$ cat src/rtl/pheap_level_n.sv
// -----------------------------------------------------------------------------
// pheap_level_n
//
// Per-level controller for the pipelined heap, used at level 2 and below.
// Each node has K = 2^ARITY_LOG2 children. The controller reads its node from
// this level's memory (rTop) and the node's whole child row from the next
// level's memory (rBot). It then rewrites the node and forwards at most one
// operation to the level below.
//
// Entry layout: {active, capacity[CW], key[KW], value[VW]}
//
// Ports
//   clk, rst      clock, synchronous active-high reset
//   start, op     request (00 NOP, 01 ENQ, 10 DEQ, 11 REPLACE), taken when ready
//   startPos      node index at this level
//   in_kv         key/value carried in with the request
//   rTop          this level's entry, valid the cycle after raddrTop
//   rBot          K child entries from the next level, child i at [i*EW +: EW]
//   next_ready    level below accepts the forwarded operation
//   ready         idle, start accepted
//   active        start pending or controller busy
//   done          00 DONE, 01 WAIT, 10 NEXT_LEVEL
//   raddrTop      top read address
//   wraddrTop     top write address
//   raddrBot      base of the child row, {pos, 0}
//   wenTop, wData top write enable / data
//   out_kv        displaced or dequeued item
//   out_op        operation forwarded downstream
//   endPos        child index the forwarded operation targets
//   ovf, udf      one-cycle overflow / underflow pulses
// -----------------------------------------------------------------------------
module pheap_level_n #(
    parameter int LEVEL      = 2,
    parameter int ARITY_LOG2 = 1,
    parameter int KW         = 16,
    parameter int VW         = 16,
    parameter int CW         = 8,
    parameter int MIN_HEAP   = 0,
    localparam int K  = 1 << ARITY_LOG2,
    localparam int PW = (LEVEL - 1) * ARITY_LOG2,
    localparam int EW = 1 + CW + KW + VW
) (
    input  logic                   clk,
    input  logic                   rst,
    input  logic                   start,
    input  logic [1:0]             op,
    input  logic [PW-1:0]          startPos,
    input  logic [KW+VW-1:0]       in_kv,
    input  logic [EW-1:0]          rTop,
    input  logic [K*EW-1:0]        rBot,
    input  logic                   next_ready,
    output logic                   ready,
    output logic                   active,
    output logic [1:0]             done,
    output logic [PW-1:0]          raddrTop,
    output logic [PW-1:0]          wraddrTop,
    output logic [PW+ARITY_LOG2-1:0] raddrBot,
    output logic                   wenTop,
    output logic [EW-1:0]          wData,
    output logic [KW+VW-1:0]       out_kv,
    output logic [1:0]             out_op,
    output logic [PW+ARITY_LOG2-1:0] endPos,
    output logic                   ovf,
    output logic                   udf
);

    localparam logic [1:0] OP_NOP = 2'b00;
    localparam logic [1:0] OP_ENQ = 2'b01;
    localparam logic [1:0] OP_DEQ = 2'b10;
    localparam logic [1:0] OP_REP = 2'b11;

    localparam logic [1:0] DONE_DONE = 2'b00;
    localparam logic [1:0] DONE_WAIT = 2'b01;
    localparam logic [1:0] DONE_NEXT = 2'b10;

    localparam logic [CW-1:0] CAP_ZERO = '0;
    localparam logic [CW-1:0] CAP_ONE  = {{(CW-1){1'b0}}, 1'b1};
    localparam logic [CW-1:0] CAP_FULL = '1;

    typedef enum logic [1:0] {
        S_IDLE = 2'b00,
        S_EVAL = 2'b01,
        S_SEND = 2'b10
    } state_t;

    state_t state_reg, state_next;

    logic [PW-1:0]             pos_reg;
    logic [KW+VW-1:0]          kv_reg;
    logic [1:0]                op_reg;
    logic [KW+VW-1:0]          out_kv_reg, out_kv_next;
    logic [1:0]                out_op_reg, out_op_next;
    logic [PW+ARITY_LOG2-1:0]  end_pos_reg, end_pos_next;

    // A request is taken only from IDLE and never while reset is applied.
    logic accept;
    assign accept = (state_reg == S_IDLE) && start && (op != OP_NOP) && !rst;

    // "better" is strict: equal keys never win, so ties keep the incumbent.
    function automatic logic better(input logic [KW-1:0] a, input logic [KW-1:0] b);
        if (MIN_HEAP != 0)
            return a < b;
        else
            return a > b;
    endfunction

    // ------------------------------------------------------------------
    // Field decode of the top entry and of each child entry
    // ------------------------------------------------------------------
    logic              top_act;
    logic [CW-1:0]     top_cap;
    logic [KW-1:0]     top_key;
    logic [KW+VW-1:0]  top_kv;
    logic [KW-1:0]     kv_key;
    logic [CW-1:0]     cap_inc, cap_dec;

    assign top_act = rTop[EW-1];
    assign top_cap = rTop[KW+VW +: CW];
    assign top_key = rTop[VW +: KW];
    assign top_kv  = rTop[KW+VW-1:0];
    assign kv_key  = kv_reg[VW +: KW];

    // Capacity arithmetic saturates in both directions.
    assign cap_inc = (top_cap == CAP_FULL) ? CAP_FULL : top_cap + CAP_ONE;
    assign cap_dec = (top_cap == CAP_ZERO) ? CAP_ZERO : top_cap - CAP_ONE;

    logic [K-1:0]      child_act;
    logic [CW-1:0]     child_cap [K];
    logic [KW-1:0]     child_key [K];
    logic [KW+VW-1:0]  child_kv  [K];

    generate
        for (genvar gi = 0; gi < K; gi++) begin : g_child
            assign child_act[gi] = rBot[gi*EW + EW - 1];
            assign child_cap[gi] = rBot[gi*EW + KW + VW +: CW];
            assign child_key[gi] = rBot[gi*EW + VW +: KW];
            assign child_kv[gi]  = rBot[gi*EW +: KW+VW];
        end
    endgenerate

    // ------------------------------------------------------------------
    // Child selection: largest capacity (for ENQ) and best active key
    // (for DEQ/REPLACE). Strict comparisons make the lowest index win ties.
    // ------------------------------------------------------------------
    logic [ARITY_LOG2-1:0] cap_idx;
    logic [CW-1:0]         cap_max;
    logic [ARITY_LOG2-1:0] best_idx;
    logic                  best_found;
    logic [KW-1:0]         best_key;
    logic [KW+VW-1:0]      best_kv;

    always_comb begin
        cap_idx    = '0;
        cap_max    = child_cap[0];
        best_idx   = '0;
        best_found = 1'b0;
        best_key   = '0;
        best_kv    = '0;
        for (int i = 1; i < K; i++) begin
            if (child_cap[i] > cap_max) begin
                cap_max = child_cap[i];
                cap_idx = i[ARITY_LOG2-1:0];
            end
        end
        for (int i = 0; i < K; i++) begin
            if (child_act[i] && (!best_found || better(child_key[i], best_key))) begin
                best_found = 1'b1;
                best_idx   = i[ARITY_LOG2-1:0];
                best_key   = child_key[i];
                best_kv    = child_kv[i];
            end
        end
    end

    // ------------------------------------------------------------------
    // EVAL decision: what to write back, what to report, what to forward
    // ------------------------------------------------------------------
    logic             wen_eval;
    logic [EW-1:0]    wdata_eval;
    logic             ovf_eval, udf_eval, fwd_eval;

    always_comb begin
        wen_eval     = 1'b0;
        wdata_eval   = '0;
        ovf_eval     = 1'b0;
        udf_eval     = 1'b0;
        fwd_eval     = 1'b0;
        out_kv_next  = '0;
        out_op_next  = OP_NOP;
        end_pos_next = '0;
        case (op_reg)
            OP_DEQ: begin
                if (!top_act) begin
                    udf_eval = 1'b1;
                end else begin
                    out_kv_next = top_kv;
                    wen_eval    = 1'b1;
                    if (best_found) begin
                        // Pull the best child up; the hole moves down a level.
                        wdata_eval   = {1'b1, cap_inc, best_kv};
                        fwd_eval     = 1'b1;
                        out_op_next  = OP_DEQ;
                        end_pos_next = {pos_reg, best_idx};
                    end else begin
                        wdata_eval = {1'b0, cap_inc, {(KW+VW){1'b0}}};
                    end
                end
            end
            OP_ENQ, OP_REP: begin
                if (!top_act) begin
                    // Empty node: both ENQ and REPLACE simply fill it.
                    wen_eval   = 1'b1;
                    wdata_eval = {1'b1, cap_dec, kv_reg};
                end else if (op_reg == OP_ENQ) begin
                    if (top_cap == CAP_ZERO) begin
                        ovf_eval    = 1'b1;
                        out_kv_next = kv_reg;
                    end else begin
                        wen_eval     = 1'b1;
                        fwd_eval     = 1'b1;
                        out_op_next  = OP_ENQ;
                        end_pos_next = {pos_reg, cap_idx};
                        if (better(kv_key, top_key)) begin
                            wdata_eval  = {1'b1, cap_dec, kv_reg};
                            out_kv_next = top_kv;
                        end else begin
                            wdata_eval  = {1'b1, cap_dec, top_kv};
                            out_kv_next = kv_reg;
                        end
                    end
                end else begin
                    // REPLACE on an occupied node: out_kv reports the item
                    // leaving this node; capacity is unchanged.
                    out_kv_next = top_kv;
                    wen_eval    = 1'b1;
                    if (best_found && better(best_key, kv_key)) begin
                        wdata_eval   = {1'b1, top_cap, best_kv};
                        fwd_eval     = 1'b1;
                        out_op_next  = OP_REP;
                        end_pos_next = {pos_reg, best_idx};
                    end else begin
                        wdata_eval = {1'b1, top_cap, kv_reg};
                    end
                end
            end
            default: ;
        endcase
    end

    // ------------------------------------------------------------------
    // FSM: state register
    // ------------------------------------------------------------------
    always_ff @(posedge clk) begin
        if (rst) begin
            state_reg   <= S_IDLE;
            pos_reg     <= '0;
            kv_reg      <= '0;
            op_reg      <= OP_NOP;
            out_kv_reg  <= '0;
            out_op_reg  <= OP_NOP;
            end_pos_reg <= '0;
        end else begin
            state_reg <= state_next;
            if (accept) begin
                pos_reg <= startPos;
                kv_reg  <= in_kv;
                op_reg  <= op;
            end
            if (state_reg == S_EVAL) begin
                out_kv_reg  <= out_kv_next;
                out_op_reg  <= out_op_next;
                end_pos_reg <= end_pos_next;
            end
        end
    end

    // ------------------------------------------------------------------
    // FSM: next-state logic
    // ------------------------------------------------------------------
    always_comb begin
        state_next = state_reg;
        case (state_reg)
            S_IDLE: if (accept) state_next = S_EVAL;
            S_EVAL: state_next = fwd_eval ? S_SEND : S_IDLE;
            S_SEND: if (next_ready) state_next = S_IDLE;
            default: state_next = S_IDLE;
        endcase
    end

    // ------------------------------------------------------------------
    // FSM: outputs
    // ------------------------------------------------------------------
    always_comb begin
        ready     = (state_reg == S_IDLE);
        active    = start || (state_reg != S_IDLE);
        raddrTop  = pos_reg;
        raddrBot  = {pos_reg, {ARITY_LOG2{1'b0}}};
        wraddrTop = pos_reg;
        wenTop    = 1'b0;
        wData     = '0;
        ovf       = 1'b0;
        udf       = 1'b0;
        done      = DONE_DONE;
        case (state_reg)
            S_IDLE: begin
                raddrTop = startPos;
                raddrBot = {startPos, {ARITY_LOG2{1'b0}}};
                done     = accept ? DONE_WAIT : DONE_DONE;
            end
            S_EVAL: begin
                wenTop = wen_eval && !rst;
                wData  = (wen_eval && !rst) ? wdata_eval : '0;
                ovf    = ovf_eval && !rst;
                udf    = udf_eval && !rst;
                done   = fwd_eval ? DONE_WAIT : DONE_DONE;
            end
            S_SEND: begin
                done = DONE_NEXT;
            end
            default: ;
        endcase
    end

    assign out_kv = out_kv_reg;
    assign out_op = out_op_reg;
    assign endPos = end_pos_reg;

endmodule

$ cat config.mk
export PLATFORM = sky130hd
export DESIGN_NAME = pheap_level_n
export DESIGN_NICKNAME = d
export VERILOG_FILES = /design/src/rtl/pheap_level_n.sv
export SDC_FILE = /design/constraint.sdc
export NUM_CORES = 1
export LEC_CHECK = 0
export ABC_AREA = 1
export BUFFER_PORTS_ARGS = -buffer_cell sky130_fd_sc_hd__buf_2
export CORE_AREA = 2 2 128 118
export DETAILED_ROUTE_END_ITERATION = 10
export DIE_AREA = 0 0 130 120
export PLACE_DENSITY = 0.91
export SYNTH_ARGS = -nofsm -noshare
export SYNTH_HDL_FRONTEND = slang
export SYNTH_SLANG_ARGS = --single-unit
export TNS_END_PERCENT = 10
$ cat constraint.sdc
create_clock -name clk -period 15.8 [get_ports clk]
set_clock_uncertainty 0.2 [all_clocks]
set_input_delay 2.37 -clock clk [delete_from_list [all_inputs] [get_ports clk]]
set_output_delay 2.37 -clock clk [all_outputs]
set_load 0.005 [all_outputs]
# ---- Word-level counts from Yosys, hierarchy flattened
# Index checks and enable logic that the tools add are counted.
dict set report totals {
  input_bits 162
  reg_bits 73
  elab_cells 115
  output_inout_bits 88
}
dict set report classes {
  eq_ne 8
  addsub 2
  reduce_logical 18
  order_cmp 4
  mux 76
}
# cell count
set op_table {}
lappend op_table {{32-bit 2-to-1 mux} 9}
lappend op_table {{41-bit 2-to-1 mux} 7}
lappend op_table {{41-bit one-hot mux with 2 select lines} 1}
lappend op_table {{32-bit one-hot mux with 2 select lines} 1}
lappend op_table {{16-bit > comparator} 3}
lappend op_table {{1-bit 2-to-1 mux} 33}
lappend op_table {{16-bit 2-to-1 mux} 2}
lappend op_table {{2-bit 2-to-1 mux} 15}
lappend op_table {{8-bit 2-to-1 mux} 2}
lappend op_table {{2-bit one-hot mux with 3 select lines} 2}
lappend op_table {{8-bit by 1-bit adder with 8-bit output, second input constant} 1}
lappend op_table {{8-bit == test, second input constant} 1}
lappend op_table {{8-bit > comparator} 1}
lappend op_table {{1-bit logical AND} 8}
lappend op_table {{8-bit logical NOT} 1}
lappend op_table {{2-bit one-hot mux with 2 select lines} 2}
lappend op_table {{8-bit by 1-bit subtractor with 8-bit output, second input constant} 1}
lappend op_table {{2-bit == test, second input constant} 3}
lappend op_table {{2-bit by 1-bit == test with 1-bit output, second input constant} 2}
lappend op_table {{1-bit one-hot mux with 2 select lines} 2}
lappend op_table {{2-bit nonzero test} 2}
lappend op_table {{1-bit logical NOT} 2}
lappend op_table {{2-bit logical NOT} 1}
lappend op_table {{1-bit logical OR} 2}
lappend op_table {{other kinds (4)} 4}

# ---- Longest topological paths before layout
# Gate-level depths: netlist of run 1.
dict set report logic_depth {
  depth_word 16
  mapped_depth 36
  ltp_nobuf 32
}

# ---- Worst setup path before layout of run 1
# Ideal clock, no wire load.
dict set report synth_timing {
  path_type {input-to-output}
  start {in rBot[40]}
  end {out wData[12]}
  path_stages 32
  setup_slack_ps 7411
  n_path_buf 4
  arrival_ps 5819
  required_ps 13230
  cell_sequence {clkbuf_1 clkbuf_1 nand2_1 ha_1 nand2_1 nor2_1 nand2_1 nand2_1 nand2_1 nand2_1 nand2_1 nand2_1 nand2_1 buf_2 nand2_1 nand2_1 ha_1 nand2_1 nor2_1 nand2_1 nor3_1 nand2_1 nand3_1 nand2_2 buf_2 nand3_1 nand2_1 inv_1 nand2_1 nand2_1 nand2_1 a21oi_1}
}
dict set report synth_between {
  elab_chain_len 16
  elab_cells_between_ends 23
  classes_between {2 x order compare; 17 x mux; 4 x reduce/logical}
}
# item line
set synth_lines {}
lappend synth_lines {{from (decl)} 50} ;# input logic [K*EW-1:0] rBot,
lappend synth_lines {{16-bit 2-to-1 mux / 1-bit 2-to-1 mux (equally long branches)} 166} ;# if (child_act[i] && (!best_found || better(child_key[i], best_key))) begin
lappend synth_lines {{16-bit > comparator / 1-bit logical NOT (equally long branches)} {104, 166}}
lappend synth_lines {{1-bit logical OR} 166}
lappend synth_lines {{1-bit logical AND} 166}
lappend synth_lines {{16-bit 2-to-1 mux} 166}
lappend synth_lines {{16-bit > comparator} 104} ;# return a > b;
lappend synth_lines {{1-bit 2-to-1 mux} 214} ;# end else if (op_reg == OP_ENQ) begin
lappend synth_lines {{1-bit 2-to-1 mux} 210} ;# if (!top_act) begin
lappend synth_lines {{1-bit 2-to-1 mux} 191} ;# case (op_reg)
lappend synth_lines {{1-bit logical AND} 236} ;# if (best_found && better(best_key, kv_key)) begin
lappend synth_lines {{32-bit 2-to-1 mux} 236}
lappend synth_lines {{41-bit 2-to-1 mux} 214}
lappend synth_lines {{41-bit 2-to-1 mux} 210}
lappend synth_lines {{41-bit one-hot mux with 2 select lines *} 191}
lappend synth_lines {{41-bit 2-to-1 mux *} 312} ;# wData = (wen_eval && !rst) ? wdata_eval : '0;
lappend synth_lines {{41-bit 2-to-1 mux *} 304} ;# case (state_reg)
lappend synth_lines {{to (decl)} 59} ;# output logic [EW-1:0] wData,
# Mark *: on every way between the ends. The rest lies on a longest branch, timed or not. The select of a mux whose other input is x is not followed.

# ---- Worst setup path in the final report of run 1
dict set report layout_timing {
  start {in rBot[40]}
  end {out wData[1]}
}
# The elaborated chain is that of the path after synthesis.

==> impl_metrics.ini, run 1 <==
[run_status]
status = finished, final reports clean

[flow_run]
maxCapViolCount = 0

[global_routing]
grt_pass1_wl_mm = 42.1
overflow = 0
grt_pass1_vias = 8370
grt_max_degree = 74
grt_usage = 0.335
grt_antenna_before_repair = 1

[drt]
finalWirelength_mm = 27.4
detailroute.via_count = 9856
viasPerCell = 5.54
first_iter_violations = 984
dr.pass1.iters = 6
drc = 0
final_antenna_net_count = 0
routedWlPerCell_um = 15.4

[setup_path]
cp.required_ns = 13.23
crit_fanout = 36
r2r_cells = 7
critical_path_buf_inv_count = 4
endpoint_kind = output pin
cp_top_family = simple AND/OR/NAND/NOR gates
cp_slowest_stage_delay_ns = 0.68
worst_path_most_repeated_cell = nand2_1
worst-setup-path-type = primary input to output pin
path_depth = 30
start_kind = primary input
cp_slowest_cell = nand2_1
critPathArrivalTime_ns = 8.05

[yosys]
yosysTopAreaCell = nand2_1
synth_common_cells = 490 x nand2_1, 179 x a21oi_1, 166 x inv_1
synth-edff-count = 0
avgSynthCellArea_um2 = 5.54
synth-seq-area-share = 0.190
synthTopCellsByArea = nand2_1 24%, dfxtp_1 19%, a21oi_1 12%
synth_flop_cell = dfxtp_1
ys_warn_count = 0
synth_top_area_frac = 0.239
synth_cell_types = 36
ys_seq_elements = 73
synth_cells = 1389
syn_nets = 1609
syn_area_mm2 = 0.00769
ys_async_sr_fraction = 0
synth.most_common_cell = nand2_1

[sta]
worst_pin_slew_ns = 1.04
final_hold_viol_count = 0
drv_slew = 0
max_slew_margin = 0.305
finalSetupTns_ns = 0
setup_violations = 0
grt_setup_unrepaired = false
fin_crit_sh = 0.672
fmax_mhz = 94.1
min_period_ns = 10.62

[placed_design]
place.port_buffers = 248
globalplace.congestion = 1.01
placed_cell_area_mm2 = 0.00886
dp_hpwl_mm = 20.5

[finish]
seqCellArea_mm2 = 0.00146
syn_to_final_growth_pct = 19.5
drive_gt1_frac = 0.189
final_area_mm2 = 0.00919
layout.nets = 1794
multi_input_area_mm2 = 0.00520
n_fill_cell = 1388

[cts]
cts.htree.levels = 3
clkTransAtPathRegs_ns = 0.06
hold_buffers = 0
clock_path_buffers = 2
cts-buffers-inserted = 9
cts-resized-gates = 0
clk_latency_ns = 0.34
cts_sinks = 73
post-cts-setup-buffers = 0
tritoncts = built
clock-root-buffer = clkbuf_16

[hold_path]
hold_path_class = register to register
min_path_cells = 2

[pwr]
p_sw_mw = 0.235
p_seq_frac = 0.298
p_leak_nw = 5.17
p_comb_frac = 0.358
switching_share = 0.359
p_per_area_mw_per_mm2 = 71.3
peakVddDrop_uv = 55.3
p_clk_frac = 0.344
intPower_mw = 0.420

[floorplan]
coreArea_mm2 = 0.0143
io_pins = 250
die_h_um = 120
start_util = 0.536
fp.dieArea_mm2 = 0.0156
rows = 42
fp.dieW_um = 130
## worst register-to-register path, cell delays in order (launching register included)
cell	delay [ns]
dfxtp_1	0.53
inv_2	0.38
nor2_2	0.38
nand2_1	0.68
nand2_4	0.87
a21oi_1	0.15
o21bai_1	0.33
a21oi_1	0.10
## power by group through the flow
stage / logic, mW / clock network [mW] / registers, mW
CTS: 0.229 / 0.226 / 0.195
finish: 0.235 / 0.225 / 0.195
global placement: 0.224 / 0 / 0.199
global route: 0.263 / 0.233 / 0.196
floorplan: 0.164 / 0 / 0.198
detailed placement: 0.227 / 0 / 0.199
## cells in the final DEF, fill, tap and decap left out, drive strengths merged, types with 12 or more instances in the layout
cell type,synthesis,layout
nand2,493,493
buf,32,255
a21oi,180,180
inv,173,173
nand3,132,132
o21ai,93,93
dfxtp,73,73
ha,58,58
nor2,55,55
or2,18,18
clkbuf,49,12
## path summary, 6_finish.rpt
kind	slack, ns	to	from
setup / recovery	5.18	wData[1]	rBot[40]
hold / removal	0.26	out_kv[3]	out_kv[3]
setup reg to reg	12.05	out_kv[18]	op_reg[0]
hold reg to reg	0.26	out_kv[3]	out_kv[3]
## per-stage QoR
stage	power, mW	instances	utilization	hold WS (ns)	worst slack (ns)
final	0.655	1778	0.641	0.259	5.18
after global routing	0.692	1778	0.641	0.282	4.54
after CTS	0.650	1777	0.641	0.261	5.36
after detailed placement	0.425	1761	0.617	0.252	5.38
after global placement	0.422	1761	0.617	0.251	5.50
after floorplan	0.362	1389	-	0.261	7.41
## area by class of cell
cell class | count | share of cell area
multi-input combinational | 1061 | 0.566
sequential | 73 | 0.159
timing repair buffer | 255 | 0.141
inverter | 174 | 0.0711
clock buffer | 12 | 0.0279
tap | 198 | 0.0270
clock inverter | 4 | 0.00817
antenna | 1 | 0.000272
## kinds of logic after synthesis
family	Yosys count	synth area share
simple gates	707	0.381
compound gates	295	0.200
buf+inv	255	0.134
flops	73	0.190
fa+ha+maj	58	0.0944
other cells	1	0.000488
## routing by layer
layer  GRT usage  wire length [um]  part of all wire  vias to the layer above
li1            -                 -                 -                     4821
met1       0.487             12000              0.44                     4361
met2       0.509             11800              0.43                      617
met3      0.0548              2860              0.10                       57
met4      0.0974               722             0.026                        0
met5           0                 0                 0                        -
Power figures use the tool's default switching activity.
==> inputs of run 2 (changes only) <==
- CORE_AREA: 2 2 128 118 -> 2 2 130 120
- DIE_AREA: 0 0 130 120 -> 0 0 132 122
- PLACE_DENSITY: 0.91 -> 0.89
- clock period: 15.8 -> 10.9 ns (I/O delays scaled with it)
==> run 2 against run 1 <==
Critical path depth rose by 1. Utilization is 2.3 points lower. Clock power grew 37%. Sequential share of layout area about the same. Total power grew 42%. Design area increased by 0.14%. Non-clock buffer count increased by 3.
==> impl_metrics.ini, run 2 (synthesis results as in run 1) <==
[run_status]
status = finished, final reports clean

[sta]
fin_crit_sh = 0.802
finalSetupTns_ns = 0
min_period_ns = 8.74
max_slew_margin = 0.301
grt_setup_unrepaired = false
worst_pin_slew_ns = 1.05
setup_violations = 0
drv_slew = 0
final_hold_viol_count = 0
fmax_mhz = 114
hold_ws_ns = 0.262

[hold_path]
hold_end = out_kv[3]
min_path_cells = 2
min_from = out_kv[3]
hold_path_class = register to register

[setup_path]
cp.required_ns = 9.07
start_kind = primary input
r2r_cells = 11
crit_fanout = 36
critPathArrivalTime_ns = 6.91
cp_slowest_cell = inv_2
worst-setup-path-type = primary input to output pin
r2r_end = out_kv[12]
endpoint_kind = output pin
ff2ff_setup_slack_ns = 7.09
r2r_start = kv_reg[31]
worst_path_most_repeated_cell = nand2_1
cp_slowest_stage_delay_ns = 0.61

[floorplan]
fp.dieArea_mm2 = 0.0161
die_h_um = 122
coreArea_mm2 = 0.0149
start_util = 0.516
io_pins = 250
fp.dieW_um = 132
rows = 43

[global_routing]
grt_max_degree = 74
grt_usage = 0.319
overflow = 0
grt_pass1_wl_mm = 42.2
grt_antenna_before_repair = 0
grt_pass1_vias = 8419

[cts]
post-cts-setup-buffers = 0
cts-buffers-inserted = 9
cts-resized-gates = 0
cts.htree.levels = 3
clkTransAtPathRegs_ns = 0.06
clock_path_buffers = 2
tritoncts = built
clock-root-buffer = clkbuf_16
hold_buffers = 0
cts_sinks = 73
clk_latency_ns = 0.33

[finish]
final_area_mm2 = 0.00920
final_common_cell = nand2_1
mostFrequentLayoutCells = 490 x nand2_1, 248 x buf_2, 179 x a21oi_1
post-route-util = 0.618
layout.nets = 1797
syn_to_final_growth_pct = 19.7
n_fill_cell = 1460
drive_gt1_frac = 0.191

[pwr]
p_leak_nw = 5.18
peakVddDrop_uv = 74.3
p_per_area_mw_per_mm2 = 101

[placed_design]
dp_hpwl_mm = 20.3
place.port_buffers = 248
placed_cell_area_mm2 = 0.00888
globalplace.congestion = 0.985

[drt]
final_antenna_net_count = 0
dr.pass1.iters = 7
first_iter_violations = 1151
routedWlPerCell_um = 15.0
finalWirelength_mm = 26.8
detailroute.via_count = 9733
drc = 0
viasPerCell = 5.45

[flow_run]
maxCapViolCount = 0
==> run 2: changes by cell type in the layout (fill, tap and decap cells not counted) <==
cell       before  now
bufinv_16       2    1
clkinv_2        0    1
buf_4           7   10
clkbuf_8        2    3
clkbuf_1        1    0
==> run 2: cell type report <==
class / count / area (um^2) / area share
repair buffers: 258 / 1320 / 0.143
flip-flops and latches: 73 / 1460 / 0.159
diodes: 1 / 2.50 / 0.000272
well taps: 202 / 253 / 0.0275
inverters: 174 / 653 / 0.0710
multi-input cells: 1061 / 5200 / 0.565
clock buffers: 12 / 267 / 0.0290
clock inverters: 4 / 50.0 / 0.00544
==> run 2: through the flow <==
| step | instances | setup WS [ns] | power (mW) |
|---|---|---|---|
| finish | 1785 | 2.16 | 0.929 |
| global route | 1784 | 1.59 | 0.982 |
| CTS | 1784 | 2.25 | 0.921 |
| detailed placement | 1768 | 2.26 | 0.615 |
| global placement | 1768 | 2.40 | 0.609 |
| floorplan | 1389 | 3.98 | 0.524 |
==> run 2: routing by layer <==
layer / global-route usage / vias to the layer above / routed length [um]
met2: 0.481 / 601 / 11400
met3: 0.0520 / 79 / 2920
met4: 0.111 / 0 / 699
met1: 0.459 / 4223 / 11800
met5: 0 / - / 0
li1: - / 4830 / -
==> run 2: worst max-delay path by stage <==
stage / start / cells after the start / to / slack [ns]
floorplan: rBot[40] / 32 / wData[12] / 3.98
global placement: rBot[40] / 31 / wData[27] / 2.40
detailed placement: rBot[40] / 31 / wData[27] / 2.26
CTS: rBot[40] / 31 / wData[27] / 2.25
global route: rBot[40] / 31 / wData[6] / 1.59
finish: rBot[40] / 31 / wData[27] / 2.16
==> run 2: power breakdown <==
| part | switching [mW] | total (mW) | internal (mW) |
|---|---|---|---|
| clock | 0.114 | 0.309 | 0.195 |
| combinational | 0.218 | 0.337 | 0.119 |
| sequential | 0.00620 | 0.283 | 0.277 |
==> run 2: critical path, delay by kind of cell <==
family                     cells  cell delay (ns)
AOI/OAI and AO/OA              1             0.06
buffers and inverters          5             1.85
adders and majority gates      2             0.65
and+or+nand+nor               23             2.65
